File: config.mk
export PLATFORM = sky130hd
export DESIGN_NAME = dac_spi_tx_flat
export DESIGN_NICKNAME = d
export VERILOG_FILES = /design/src/rtl/wavegen_pkg.sv /design/src/rtl/dac_spi_tx_if.sv /design/src/rtl/dac_spi_frame.sv /design/src/rtl/dac_spi_tx.sv /design/src/flat_wrapper.sv
export SDC_FILE = /design/constraint.sdc
export NUM_CORES = 1
export LEC_CHECK = 0
export CAP_MARGIN = 20
export CELL_PAD_IN_SITES_DETAIL_PLACEMENT = 1
export CELL_PAD_IN_SITES_GLOBAL_PLACEMENT = 1
export CORE_MARGIN = 3
export CORE_UTILIZATION = 35
export DETAILED_ROUTE_END_ITERATION = 6
export GPL_TIMING_DRIVEN = 0
export PLACE_DENSITY = 0.74
export RECOVER_POWER = 50
export SLEW_MARGIN = 10
export SYNTH_ARGS = -nofsm -noshare
export SYNTH_HDL_FRONTEND = slang
export SYNTH_SLANG_ARGS = --single-unit
File: constraint.sdc
create_clock -name clk -period 3.7 [get_ports clk]
set_input_delay 0.74 -clock clk [delete_from_list [all_inputs] [get_ports clk]]
set_output_delay 0.74 -clock clk [all_outputs]
set_load 0.02 [all_outputs]
File: src/rtl/wavegen_pkg.sv
// ============================================================================
// wavegen_pkg : shared types and command-word layout for the DAC SPI path
// Rev 1.0
// ============================================================================
`default_nettype none

package wavegen_pkg;

    typedef enum logic [2:0] {
        S_IDLE      = 3'd0,
        S_FRAME     = 3'd1,
        S_GAP       = 3'd2,
        S_LDAC_WAIT = 3'd3,
        S_LDAC      = 3'd4
    } state_t;

    localparam int DAC_FRAME_BITS = 16;
    localparam int CH_BIT         = 15;
    localparam int GA_BIT         = 13;
    localparam int SHDN_BIT       = 12;

    // Bit 14 is a don't-care in the command word and is always sent as 0.
    function automatic logic [DAC_FRAME_BITS-1:0] build_frame(
        input logic        ch,
        input logic        ga_n,
        input logic [11:0] word
    );
        logic [DAC_FRAME_BITS-1:0] f;
        f           = '0;
        f[CH_BIT]   = ch;
        f[GA_BIT]   = ga_n;
        f[SHDN_BIT] = 1'b1;
        f[11:0]     = word;
        return f;
    endfunction

endpackage

`default_nettype wire

File: src/rtl/dac_spi_tx_if.sv
// ============================================================================
// dac_spi_tx_if : sample-side inputs and SPI/status outputs of dac_spi_tx
// Rev 1.0
// ============================================================================
`default_nettype none

interface dac_spi_tx_if;

    logic        clk_sampling;
    logic        enableA;
    logic        enableB;
    logic [11:0] dacA_word;
    logic [11:0] dacB_word;
    logic        spi_sclk;
    logic        spi_mosi;
    logic        spi_cs_n;
    logic        dac_ldac_n;
    logic        busy;
    logic        overrun;

    modport master (
        output clk_sampling, enableA, enableB, dacA_word, dacB_word,
        input  spi_sclk, spi_mosi, spi_cs_n, dac_ldac_n, busy, overrun
    );

    modport slave (
        input  clk_sampling, enableA, enableB, dacA_word, dacB_word,
        output spi_sclk, spi_mosi, spi_cs_n, dac_ldac_n, busy, overrun
    );

endinterface

`default_nettype wire

File: src/rtl/dac_spi_frame.sv
// ============================================================================
// dac_spi_frame : shifts one 16-bit SPI frame (mode 0, MSB first)
// Rev 1.0
// ============================================================================
`default_nettype none

module dac_spi_frame
    import wavegen_pkg::*;
#(
    parameter int CLK_DIV = 4
) (
    input  logic                      clk,
    input  logic                      rst,
    input  logic                      i_start,
    input  logic [DAC_FRAME_BITS-1:0] i_data,
    output logic                      o_done,
    output logic                      o_sclk,
    output logic                      o_mosi,
    output logic                      o_cs_n
);

    localparam int               DIV_W      = (CLK_DIV > 1) ? $clog2(CLK_DIV) : 1;
    localparam logic [DIV_W-1:0] c_div_last = DIV_W'(CLK_DIV - 1);
    localparam logic [3:0]       c_bit_last = 4'(DAC_FRAME_BITS - 1);

    logic                      r_active;
    logic                      r_high;
    logic                      r_tail;
    logic [DIV_W-1:0]          r_div;
    logic [3:0]                r_bit;
    logic [DAC_FRAME_BITS-1:0] r_shift;
    logic                      r_sclk;
    logic                      r_mosi;
    logic                      r_cs_n;
    logic                      w_div_end;

    assign w_div_end = (r_div == c_div_last);
    // Asserted in the last cs_n-low cycle so the sequencer can react on the same edge.
    assign o_done    = r_active & r_tail & w_div_end;

    always_ff @(posedge clk) begin
        if (rst) begin
            r_active <= 1'b0;
            r_high   <= 1'b0;
            r_tail   <= 1'b0;
            r_div    <= '0;
            r_bit    <= '0;
            r_shift  <= '0;
            r_sclk   <= 1'b0;
            r_mosi   <= 1'b0;
            r_cs_n   <= 1'b1;
        end else if (i_start && !r_active) begin
            r_active <= 1'b1;
            r_high   <= 1'b0;
            r_tail   <= 1'b0;
            r_div    <= '0;
            r_bit    <= '0;
            r_shift  <= i_data << 1;
            r_sclk   <= 1'b0;
            r_mosi   <= i_data[DAC_FRAME_BITS-1];
            r_cs_n   <= 1'b0;
        end else if (r_active) begin
            if (w_div_end) begin
                r_div <= '0;
                if (r_tail) begin
                    r_active <= 1'b0;
                    r_tail   <= 1'b0;
                    r_cs_n   <= 1'b1;
                end else if (!r_high) begin
                    r_high <= 1'b1;
                    r_sclk <= 1'b1;
                end else begin
                    r_high <= 1'b0;
                    r_sclk <= 1'b0;
                    if (r_bit == c_bit_last) begin
                        r_tail <= 1'b1;
                        r_mosi <= 1'b0;
                    end else begin
                        r_bit   <= r_bit + 4'd1;
                        r_mosi  <= r_shift[DAC_FRAME_BITS-1];
                        r_shift <= r_shift << 1;
                    end
                end
            end else begin
                r_div <= r_div + 1'b1;
            end
        end
    end

    assign o_sclk = r_sclk;
    assign o_mosi = r_mosi;
    assign o_cs_n = r_cs_n;

endmodule

`default_nettype wire

File: src/rtl/dac_spi_tx.sv
// ============================================================================
// dac_spi_tx : per-strobe A/B frame sequencing, LDAC pulse and overrun flag
// Rev 1.0
// ============================================================================
`default_nettype none

module dac_spi_tx
    import wavegen_pkg::*;
#(
    parameter int CLK_DIV     = 4,
    parameter int LDAC_CYCLES = 2,
    parameter int GAIN_1X     = 1
) (
    input  logic         clk,
    input  logic         rst,
    dac_spi_tx_if.slave  bus
);

    localparam int               CNT_MAX     = (CLK_DIV > LDAC_CYCLES) ? CLK_DIV : LDAC_CYCLES;
    localparam int               CNT_W       = $clog2(CNT_MAX + 1);
    localparam logic [CNT_W-1:0] c_div_last  = CNT_W'(CLK_DIV - 1);
    localparam logic [CNT_W-1:0] c_ldac_last = CNT_W'(LDAC_CYCLES - 1);
    localparam logic             c_ga_n      = (GAIN_1X != 0);

    state_t                    r_state;
    state_t                    w_state_nxt;
    logic [CNT_W-1:0]          r_cnt;
    logic                      r_ch;
    logic                      r_en_b;
    logic [11:0]               r_word_b;
    logic                      r_busy;
    logic                      r_ldac_n;
    logic                      r_overrun;
    logic                      w_accept;
    logic                      w_start;
    logic [DAC_FRAME_BITS-1:0] w_frame;
    logic                      w_done;

    dac_spi_frame #(
        .CLK_DIV (CLK_DIV)
    ) u_frame (
        .clk     (clk),
        .rst     (rst),
        .i_start (w_start),
        .i_data  (w_frame),
        .o_done  (w_done),
        .o_sclk  (bus.spi_sclk),
        .o_mosi  (bus.spi_mosi),
        .o_cs_n  (bus.spi_cs_n)
    );

    always_comb begin
        w_state_nxt = r_state;
        w_accept    = 1'b0;
        w_start     = 1'b0;
        w_frame     = '0;
        case (r_state)
            S_IDLE: begin
                if (bus.clk_sampling && (bus.enableA || bus.enableB)) begin
                    // Frame is launched straight from the live inputs so cs_n falls one cycle after accept.
                    w_accept    = 1'b1;
                    w_start     = 1'b1;
                    w_state_nxt = S_FRAME;
                    w_frame     = bus.enableA ? build_frame(1'b0, c_ga_n, bus.dacA_word)
                                              : build_frame(1'b1, c_ga_n, bus.dacB_word);
                end
            end
            S_FRAME: begin
                if (w_done) begin
                    w_state_nxt = (!r_ch && r_en_b) ? S_GAP : S_LDAC_WAIT;
                end
            end
            S_GAP: begin
                if (r_cnt == c_div_last) begin
                    w_start     = 1'b1;
                    w_frame     = build_frame(1'b1, c_ga_n, r_word_b);
                    w_state_nxt = S_FRAME;
                end
            end
            S_LDAC_WAIT: begin
                if (r_cnt == c_div_last) begin
                    w_state_nxt = S_LDAC;
                end
            end
            S_LDAC: begin
                if (r_cnt == c_ldac_last) begin
                    w_state_nxt = S_IDLE;
                end
            end
            default: begin
                w_state_nxt = S_IDLE;
            end
        endcase
    end

    always_ff @(posedge clk) begin
        if (rst) begin
            r_state <= S_IDLE;
        end else begin
            r_state <= w_state_nxt;
        end
    end

    always_ff @(posedge clk) begin
        if (rst) begin
            r_cnt     <= '0;
            r_ch      <= 1'b0;
            r_en_b    <= 1'b0;
            r_word_b  <= '0;
            r_busy    <= 1'b0;
            r_ldac_n  <= 1'b1;
            r_overrun <= 1'b0;
        end else begin
            if ((w_state_nxt != r_state) || (r_state == S_IDLE) || (r_state == S_FRAME)) begin
                r_cnt <= '0;
            end else begin
                r_cnt <= r_cnt + 1'b1;
            end

            if (w_accept) begin
                r_ch     <= !bus.enableA;
                r_en_b   <= bus.enableB;
                r_word_b <= bus.dacB_word;
            end else if ((r_state == S_GAP) && w_start) begin
                r_ch <= 1'b1;
            end

            // Status outputs track the next state so they stay registered yet cycle-aligned.
            r_busy    <= (w_state_nxt != S_IDLE);
            r_ldac_n  <= (w_state_nxt != S_LDAC);
            r_overrun <= bus.clk_sampling && (r_state != S_IDLE);
        end
    end

    assign bus.dac_ldac_n = r_ldac_n;
    assign bus.busy       = r_busy;
    assign bus.overrun    = r_overrun;

endmodule

`default_nettype wire

File: src/flat_wrapper.sv
// flat-port wrapper written by rule: the top's interface ports become plain ports
module dac_spi_tx_flat import wavegen_pkg::*;
#(
    parameter int CLK_DIV     = 4,
    parameter int LDAC_CYCLES = 2,
    parameter int GAIN_1X     = 1
)
  (clk, rst, bus_clk_sampling, bus_enableA, bus_enableB, bus_dacA_word, bus_dacB_word, bus_spi_sclk, bus_spi_mosi, bus_spi_cs_n, bus_dac_ldac_n, bus_busy, bus_overrun);
  dac_spi_tx_if bus_i ();
  input  logic clk;
  input  logic rst;
  input wire logic [$bits(bus_i.clk_sampling)-1:0] bus_clk_sampling;
  input wire logic [$bits(bus_i.enableA)-1:0] bus_enableA;
  input wire logic [$bits(bus_i.enableB)-1:0] bus_enableB;
  input wire logic [$bits(bus_i.dacA_word)-1:0] bus_dacA_word;
  input wire logic [$bits(bus_i.dacB_word)-1:0] bus_dacB_word;
  output wire logic [$bits(bus_i.spi_sclk)-1:0] bus_spi_sclk;
  output wire logic [$bits(bus_i.spi_mosi)-1:0] bus_spi_mosi;
  output wire logic [$bits(bus_i.spi_cs_n)-1:0] bus_spi_cs_n;
  output wire logic [$bits(bus_i.dac_ldac_n)-1:0] bus_dac_ldac_n;
  output wire logic [$bits(bus_i.busy)-1:0] bus_busy;
  output wire logic [$bits(bus_i.overrun)-1:0] bus_overrun;
  assign bus_i.clk_sampling = bus_clk_sampling;
  assign bus_i.enableA = bus_enableA;
  assign bus_i.enableB = bus_enableB;
  assign bus_i.dacA_word = bus_dacA_word;
  assign bus_i.dacB_word = bus_dacB_word;
  assign bus_spi_sclk = bus_i.spi_sclk;
  assign bus_spi_mosi = bus_i.spi_mosi;
  assign bus_spi_cs_n = bus_i.spi_cs_n;
  assign bus_dac_ldac_n = bus_i.dac_ldac_n;
  assign bus_busy = bus_i.busy;
  assign bus_overrun = bus_i.overrun;
  dac_spi_tx #(.CLK_DIV(CLK_DIV), .LDAC_CYCLES(LDAC_CYCLES), .GAIN_1X(GAIN_1X)) u_core (.clk(clk), .rst(rst), .bus(bus_i));
endmodule
; Yosys cells after proc, flatten, opt, wreduce, memory -nomap -nowiden
; Cells that the tools add are included.
[word_totals]
reg_bits = 49
in_bits = 29
elab_cells = 104
[classes]
add_sub_neg = 3
eq_ne = 12
mux = 42
bitwise_logic = 4
n_reduce_logical = 27
[op_table]
columns = op, n
row1 = 16-bit 2-to-1 mux, 9
row2 = 16-bit one-hot mux with 2 select lines, 1
row3 = 1-bit 2-to-1 mux, 24
row4 = 3-bit 2-to-1 mux, 5
row5 = 3-bit one-hot mux with 5 select lines, 1
row6 = 5-bit AND reduction, 2
row7 = 2-bit nonzero test, 5
row8 = "3-bit by 2-bit equality test with 1-bit output, second input constant", 3
row9 = "3-bit by 1-bit equality test with 1-bit output, second input constant", 2
row10 = 3-bit AND reduction, 2
row11 = 3-bit nonzero test, 2
row12 = 1-bit logical AND, 5
row13 = "4-bit by 1-bit adder with 4-bit output, second input constant", 1
row14 = "4-bit equality test, second input constant", 1
row15 = 4-bit AND reduction, 1
row16 = 2-bit OR reduction, 2
row17 = "3-bit by 1-bit adder with 3-bit output, second input constant", 1
row18 = "3-bit equality test, second input constant", 1
row19 = 1-bit zero test, 3
row20 = 3-bit zero test, 1
row21 = 1-bit logical OR, 3
row22 = 3-bit != test, 1
row23 = "3-bit != test, second input constant", 1
row24 = "2-bit by 1-bit adder with 2-bit output, second input constant", 1
row25 = other kinds (8), 10

; Longest topological paths before layout
[logic_depth]
word_depth = 9
ltp_mapped = 7
mapped_depth_nobuf = 6

; Modules after synthesis
; A second synthesis with hierarchy kept.
[hier_totals]
cells_unflattened = 298
hier_area_um2 = 2521.2
[by_module_without_submodules]
columns = module, n_inst, cells_per_inst, area_per_inst_um2
row1 = dac_spi_tx, 1, 156, 1265.0
row2 = dac_spi_frame, 1, 142, 1256.2

; Worst setup path before layout
; OpenSTA, ideal clock, no wires.
[synth_path]
path_kind = reg-to-reg
startpoint = register u_core.r_cnt[0]
endpoint = register u_core.u_frame.r_shift[8]
setup_time_ns = 0.073
arrival_ns = 1.786
required_time_ns = 3.627
setup_slack_ns = 1.840
path_stages_with_launch = 8
path_buffers = 1
synth_period_minus_slack_ns = 1.860
path_cell_list = dfxtp_1 > ha_1 > ha_1 > nor4bb_4 > a22oi_4 > or2_1 > buf_6 > o22ai_2
[synth_between]
elab_chain_cells = 6
elab_cells_between_ends = 13
classes_between = eq/ne (3) / mux (5) / reduce/logical (5)
[synth_lines]
columns = element, line_no
row1 = from (decl), dac_spi_tx.sv:27  ; logic [CNT_W-1:0] r_cnt;
row2 = from (signal assigned), dac_spi_tx.sv:117  ; r_cnt <= r_cnt + 1'b1;
row3 = 3-bit by 2-bit equality test with 1-bit output *, dac_spi_tx.sv:74  ; if (r_cnt == c_div_last) begin
row4 = 1-bit 2-to-1 mux, dac_spi_tx.sv:74
row5 = 1-bit one-hot mux with 2 select lines, dac_spi_tx.sv:57  ; case (r_state)
row6 = 1-bit logical AND, dac_spi_frame.sv:52  ; end else if (i_start && !r_active) begin
row7 = 2-bit != test (no source line) (tied with other cells), --
row8 = 5-bit AND reduction (no source line), --
row9 = to (signal assigned), dac_spi_frame.sv:58  ; r_shift <= i_data << 1;
row10 = to (signal assigned), dac_spi_frame.sv:81  ; r_shift <= r_shift << 1;
row11 = to (decl), dac_spi_frame.sv:31  ; logic [DAC_FRAME_BITS-1:0] r_shift;
; Every way passes the cells marked *; elsewhere a longest branch is shown, timed or not.
; A chain may end at the register's enable or synchronous reset.

; Final worst setup path
; Same ends and word-level chain as after synthesis.

==> metrics.csv <==
stage;metric;value;unit
global_route;antenna_found_initial;0;
timing;setup_violations;0;
job;cap_viol_max_count;0;
yosys;synth-compound-area-share;0.226;
power;finalPower;0.00101;W
status;status;completed;
yosys;synth.area.mux_share;0.0511;
yosys;synth_top_area_share;0.417;
yosys;synth.top_cells.by_count;nand2_1, dfxtp_1, a21oi_1;
placed_design;hpwl;4530;um
layout;antenna_cells;0;
yosys;yosys.area_share.simple;0.211;
die;die_h;88.0;um
drt;viasPerCell;5.24;
clocking;clkTransAtPathRegs;90;ps
yosys;avgSynthCellArea;8.68;um^2
yosys;synth-main-ff-cell;dfxtp_1;
worst_setup_path;required;3930;ps
clocking;cts_tree;built;
clocking;cts_resized;0;
die;initial_core_util;0.366;
yosys;syn_nets;305;
min_path;hold_end;u_core.r_word_b[0]$_SDFFE_PP0P_;
global_route;track_usage;0.166;
clocking;clockBufferDepth;2;
yosys;synth-edff-count;0;
yosys;synth.yosys.seq_area_share;0.417;
worst_setup_path;cp_slowest_cell;nor4bb_1;
worst_setup_path;r2r_setup_slack;870;ps
clocking;clock-sinks;49;
worst_setup_path;slowest_delay;1130;ps
min_path;holdCritStartpoint;u_core.r_word_b[0]$_SDFFE_PP0P_;
die;dieArea;7740;um^2
yosys;synth_warnings;0;
min_path;hp-class;reg2reg;
worst_setup_path;crit_path_start_kind;flop;
clocking;cts_root_buf;clkbuf_8;
worst_setup_path;worstReg2RegStart;u_core.r_cnt[0]$_SDFF_PP0_;
power;leakagePower;1.11;nW
power;combinationalPowerShare;0.146;
yosys;synth.area.top_cells;dfxtp_1, nand2_1, o22ai_2;
yosys;synth_top_family_by_area;compound AO/OA/AOI/OAI gates;
power;ir_drop;155;uV
power;power_density;358;nW/um^2
yosys;syn_inst;271;
layout;syn_to_final_growth;20.3;%
global_route;grt_pass1_wl;9960;um
drt;postRouteAntennaNets;0;
layout;postLayoutCoreUtil;0.440;
placed_design;gp_congestion;0.794;
timing;tns;0;ps
yosys;yosys_register_bits;49;
timing;period_minus_slack;2830;ps
die;num_rows;29;
clocking;cts_buffers;5;
timing;fin_skew;6.41;ps
die;die_x;88.0;um
power;p_clk_frac;0.304;
worst_setup_path;critical_path_class;reg2reg;
clocking;clkLatencyLatePin;300;ps
placed_design;port-buffer-count;33;
min_path;hold_depth;2;
timing;rsz0062_at_grt;no;
worst_setup_path;path_cells;ha_1 > ha_1 > nor4bb_1 > a22oi_4 > or2_1 > buf_6 > o22ai_2;
timing;slew_violations;0;
power;cell_internal_pwr;0.000747;W
yosys;async_flop_share;0;
clocking;post_cts_buffers;0;
power;p_sw;0.000267;W
drt;finalWirelength;5960;um
timing;fin_ws;872;ps
yosys;yosys.area.top_type;dfxtp_1;
drt;drt_pre_antenna_iters;4;
layout;nets;345;
die;coreArea;6420;um^2
timing;slew_headroom;0.109;
worst_setup_path;crit_arrival;3060;ps
worst_setup_path;crit_fanout;10;
global_route;grt_max_degree;15;
worst_setup_path;r2r_cells;7;
drt;drc;0;
layout;drive_gt1_frac;0.0994;
timing;period_share;0.764;
timing;tightest_slew;1320;ps
drt;first_iter_violations;71;
clocking;holdBufCountCts;0;
placed_design;place_ws;1040;ps
power;sw_frac_of_total;0.263;
yosys;synth_xor_area_frac;0.0112;
yosys;ys_types;43;
worst_setup_path;worst_setup_path_end_kind;flop;
drt;wl_per_cell;15.3;um
yosys;yosysMostFrequentCell;nand2_1;
worst_setup_path;r2r_end;u_core.u_frame.r_shift[8]$_SDFFE_PP0P_;
global_route;grt_pass1_vias;2067;
global_route;gr-total-overflow;0;
timing;fmaxAchievable;0.354;GHz
timing;finalHoldViolCount;0;
drt;via_count;2039;
yosys;synth_area;2350;um^2
worst_setup_path;crit_top_cell;ha_1;
die;ios;35;
clocking;htree_num_levels;2;
power;seqPwrFrac;0.550;
yosys;synth_adder_area_share;0.0266;
## power groups by stage
stage / sequential, W / clock (W) / combinational, W
floorplan: 0.000572 / 0 / 0.0000855
global placement: 0.000569 / 0 / 0.000150
detailed placement: 0.000571 / 0 / 0.000153
CTS: 0.000558 / 0.000321 / 0.000154
global route: 0.000561 / 0.000344 / 0.000164
finish: 0.000558 / 0.000308 / 0.000148
## per-stage QoR
| stage | instance area (um^2) | std cells | hold slack (ps) |
|---|---|---|---|
| final | 2830 | 389 | 460 |
| after global routing | 2830 | 389 | 489 |
| after CTS | 2860 | 389 | 463 |
| after detailed placement | 2780 | 381 | 450 |
| after global placement | 2780 | 381 | 434 |
| after floorplan | 2350 | 271 | 421 |
## cell usage in the layout, fill, tap and decap left out, types with 3 or more instances in the layout
master	netlist	layout
dfxtp_1	49	49
inv_1	6	6
buf_2	8	5
o21ai_0	13	14
nor2_1	18	18
nand2_1	63	63
mux2i_1	12	12
o22ai_2	10	10
xnor2_1	3	3
nor3_1	5	5
dlygate4sd3_1	0	7
clkdlybuf4s50_1	0	26
a21oi_1	19	19
ha_1	5	5
a22oi_1	13	13
clkbuf_1	6	12
clkbuf_8	0	5
## worst max-delay path: cells and delay by family (launching register included)
family,cells,cell delay (ps)
flip-flops,1,360
AND/OR/NAND/NOR,2,1440
adder cells (fa/ha/maj),2,430
AO/OA/AOI/OAI,2,380
buffers and inverters,1,160
## area by class of cell
class                           instances  area, um^2
Multi-Input combinational cell        196        1210
Timing Repair Buffer                   33         330
Inverter                                6        22.5
Fill cell                             764        3590
Clock inverter                          2        10.0
Tap cell                               77        96.3
Sequential cell                        49         981
Clock buffer                            6        72.6
Buffer                                 20         104
## registers in the layout, indices dropped and copies added, names as in the netlist, 2 cells and up
| signal | flops |
|---|---|
| u_core.u_frame.r_shift | 15 |
| u_core.r_word_b | 12 |
| u_core.u_frame.r_bit | 4 |
| u_core.r_cnt | 3 |
| u_core.r_state | 3 |
| u_core.u_frame.r_div | 2 |
## worst max-delay path by stage
stage | slack (ps) | start | endpoint | depth (start not counted)
2_1_floorplan | 1840 | u_core.r_cnt[0]$_SDFF_PP0_ | u_core.u_frame.r_shift[8]$_SDFFE_PP0P_ | 7
3_3_place_gp | 1050 | bus_clk_sampling | u_core.u_frame.r_shift[7]$_SDFFE_PP0P_ | 5
3_5_place_dp | 1040 | bus_clk_sampling | u_core.u_frame.r_shift[11]$_SDFFE_PP0P_ | 5
4_1_cts | 1360 | bus_clk_sampling | u_core.u_frame.r_shift[11]$_SDFFE_PP0P_ | 5
5_1_grt | 680 | u_core.r_cnt[0]$_SDFF_PP0_ | u_core.u_frame.r_bit[2]$_SDFFE_PP0P_ | 7
6_report | 870 | u_core.r_cnt[0]$_SDFF_PP0_ | u_core.u_frame.r_shift[8]$_SDFFE_PP0P_ | 7
## cell families after synthesis
kind of cell,count (synthesis)
DFF,49
adders and majority gates,5
buffers and inverters,26
xor gates and xnor gates,3
AOI/OAI and AO/OA,71
muxes,12
and+or+nand+nor,105
## per-layer routing
metal | wire length [um] | GRT usage
met5 | 0 | 0
met4 | 83 | 0.0572
met3 | 123 | 0.0310
met2 | 2990 | 0.284
met1 | 2760 | 0.210
(Power assumes the default switching activity.)
==> edit: new RTL, same settings <==
`LDAC_CYCLES` is set to 2 in 2 places; all go to 4.
--- a/src/rtl/dac_spi_tx.sv
+++ b/src/rtl/dac_spi_tx.sv
@@ -10,3 +10,3 @@
     parameter int CLK_DIV     = 4,
-    parameter int LDAC_CYCLES = 2,
+    parameter int LDAC_CYCLES = 4,
     parameter int GAIN_1X     = 1
--- a/src/flat_wrapper.sv
+++ b/src/flat_wrapper.sv
@@ -4,3 +4,3 @@
     parameter int CLK_DIV     = 4,
-    parameter int LDAC_CYCLES = 2,
+    parameter int LDAC_CYCLES = 4,
     parameter int GAIN_1X     = 1
Behaviour: no difference found for any inputs over 10 cycles, from zero or initial values and one cycle with rst high; that may be too few to reach the edited logic, so the function may still have changed.
==> edit against the original RTL <==
- synthesized cell count fell by 11%
- fmax rose by 9.3%
- area after synthesis fell by 5.5%
- sequential share of layout area rose by 1.3 points
- cell area fell by 3.5%
- routed wire length fell by 8.6%
- worst setup slack improved by 240 ps
- clock skew rose by 1.6 ps
- first-iteration DRC count rose by 17%
- power rose by 9.7%
- sequential cell count did not move
- clock power rose by 30%
- critical endpoint is now u_core.u_frame.r_shift[6]
==> edit: results (changes against the original RTL) <==
Run status
  • Status: completed

Cells and area
  • # nets final: 312 (-9.6%)
  • Share of layout cells above drive strength 1: 0.118 (+0.0185)
  • ANT cells: 0 (unchanged)
  • Biggest registers after layout: u_core.u_frame.r_shift: 15 flops, u_core.r_word_b: 12 flops, u_core.u_frame.r_bit: 4 flops

Logic synthesis
  • Ys async rst share: 0 (unchanged)
  • Post-synth top area share: 0.441 (+0.0242)
  • Commonest cells in the netlist: dfxtp_1 (49), nand2_1 (37), a21oi_1 (25), mux2i_1 (14), nor2_1 (13)
  • Count of cell types in the netlist: 39 (-9.3%)
  • Yosys warning count: 0 (unchanged)
  • Syn_nets: 273 (-10%)
  • Top post-synthesis cells by area: dfxtp_1 (44%), mux2i_1 (6.3%), nand2_1 (6.2%)
  • Sequential-to-total area share from yosys stat: 0.441 (+0.0242)

Place
  • Post-DP HPWL: 3990 um (-12%)
  • GP Congestion: 0.755 (-5.0%)
  • Port Buffer Count: 32 (-3.0%)

Clock tree
  • CTS H-tree lvls: 2 (unchanged)
  • Clk buf depth: 2 (unchanged)
  • Worst-skew pair later-pin latency: 300 ps (about the same)
  • Post-CTS Resized: 0 (unchanged)
  • Clk slew on worst S/H paths: 90 ps (about the same)
  • Postcts setup bufs: 0 (unchanged)
  • CTS Buf Count: 5 (unchanged)
  • Clock root buffer: clkbuf_8

Route
  • Routed via count: 1826 (-10%)
  • Wirelength per Cell: 15.3 um (+0.15%)
  • DRT iter0 DRCs: 83 (+17%)
  • Pre-Repair DR Iteration Count: 4 (unchanged)

Worst setup path
  • Crit-path max FO: 10 (unchanged)
  • Worst Setup SP: u_core.r_cnt[0]
  • Slowest cell on crit path: nor4bb_1
  • Delay-heaviest family, CP: simple AND/OR/NAND/NOR gates
  • Crit path DAT: 2780 ps (-280 ps)
  • Crit path largest cell delay: 910 ps (-220 ps)

STA
  • Slew headroom: 0.309 (+0.200)
  • Clock Skew: 8.03 ps (+1.62 ps)
  • Worst hold margin: 434 ps (-26.0 ps)

Global routing
  • GRT Total Usage: 0.155 (-0.0109)
  • Largest net degree at the start of global routing: 15 (unchanged)
  • Global-route wire length before repair: 8960 um (-10%)
  • Vias in the first global route: 1765 (-15%)
  • Initial antenna violation count: 0 (unchanged)

Power
  • P_leak: 1.08 nW (-3.2%)
  • Worst VDD drop: 0.165 mV (+6.3%)

Hold path
  • Hold path startpoint: u_core.r_cnt[0]
  • Hold/Removal Path Class: flip-flop to flip-flop
## edit: cell families after synthesis
kind of cell	synth area share
muxes	0.124
AOI/OAI and AO/OA	0.176
buffers and inverters	0.0433
and+or+nand+nor	0.177
adders and majority gates	0.0225
xor gates and xnor gates	0.0158
DFF	0.441
## edit: per-layer routing
layer	vias to the layer above	part of all wire	global-route usage
met1	864	0.50	0.221
met4	0	0.012	0.0518
met3	4	0.027	0.0298
met2	24	0.46	0.236
li1	934	-	-
met5	-	0	0
## edit: power by group
group | switching, W | internal (W) | total (W)
Sequential | 0.0000112 | 0.000550 | 0.000562
Combinational | 0.0000771 | 0.0000741 | 0.000151
Clock | 0.000178 | 0.000221 | 0.000399
## edit: layout make-up
type / count / area (um2)
inverters: 5 / 18.8
flip-flops and latches: 49 / 981
repair buffers: 32 / 320
clock inverters: 1 / 30.0
multi-input cells: 170 / 1120
fillers: 744 / 3300
clock buffers: 7 / 86.3
well taps: 75 / 93.8
plain buffers: 16 / 76.3
## edit: metrics by stage
stage	cells	setup slack [ps]	instance area, um2
final	355	1110	2730
after global routing	355	796	2730
after CTS	355	1460	2750
after detailed placement	347	1190	2640
after global placement	347	1200	2640
after floorplan	240	1740	2220
## edit: worst paths after layout
| check | end | slack (ps) | cells after the start |
|---|---|---|---|
| worst max-delay path | u_core.u_frame.r_shift[6] | 1110 | 7 |
| worst min-delay path | u_core.r_cnt[0] | 430 | 1 |
| worst min register to register | u_core.r_cnt[0] | 430 | 1 |
| worst max register to register | u_core.u_frame.r_shift[6] | 1110 | 7 |
## edit: worst register-to-register path: stages, from the launching register on
cell and delay, ps:
dfxtp_1 340, ha_1 150, ha_1 270, nor4bb_1 910, a22o_4 320, or2_0 150, buf_2 240, o22ai_1 100
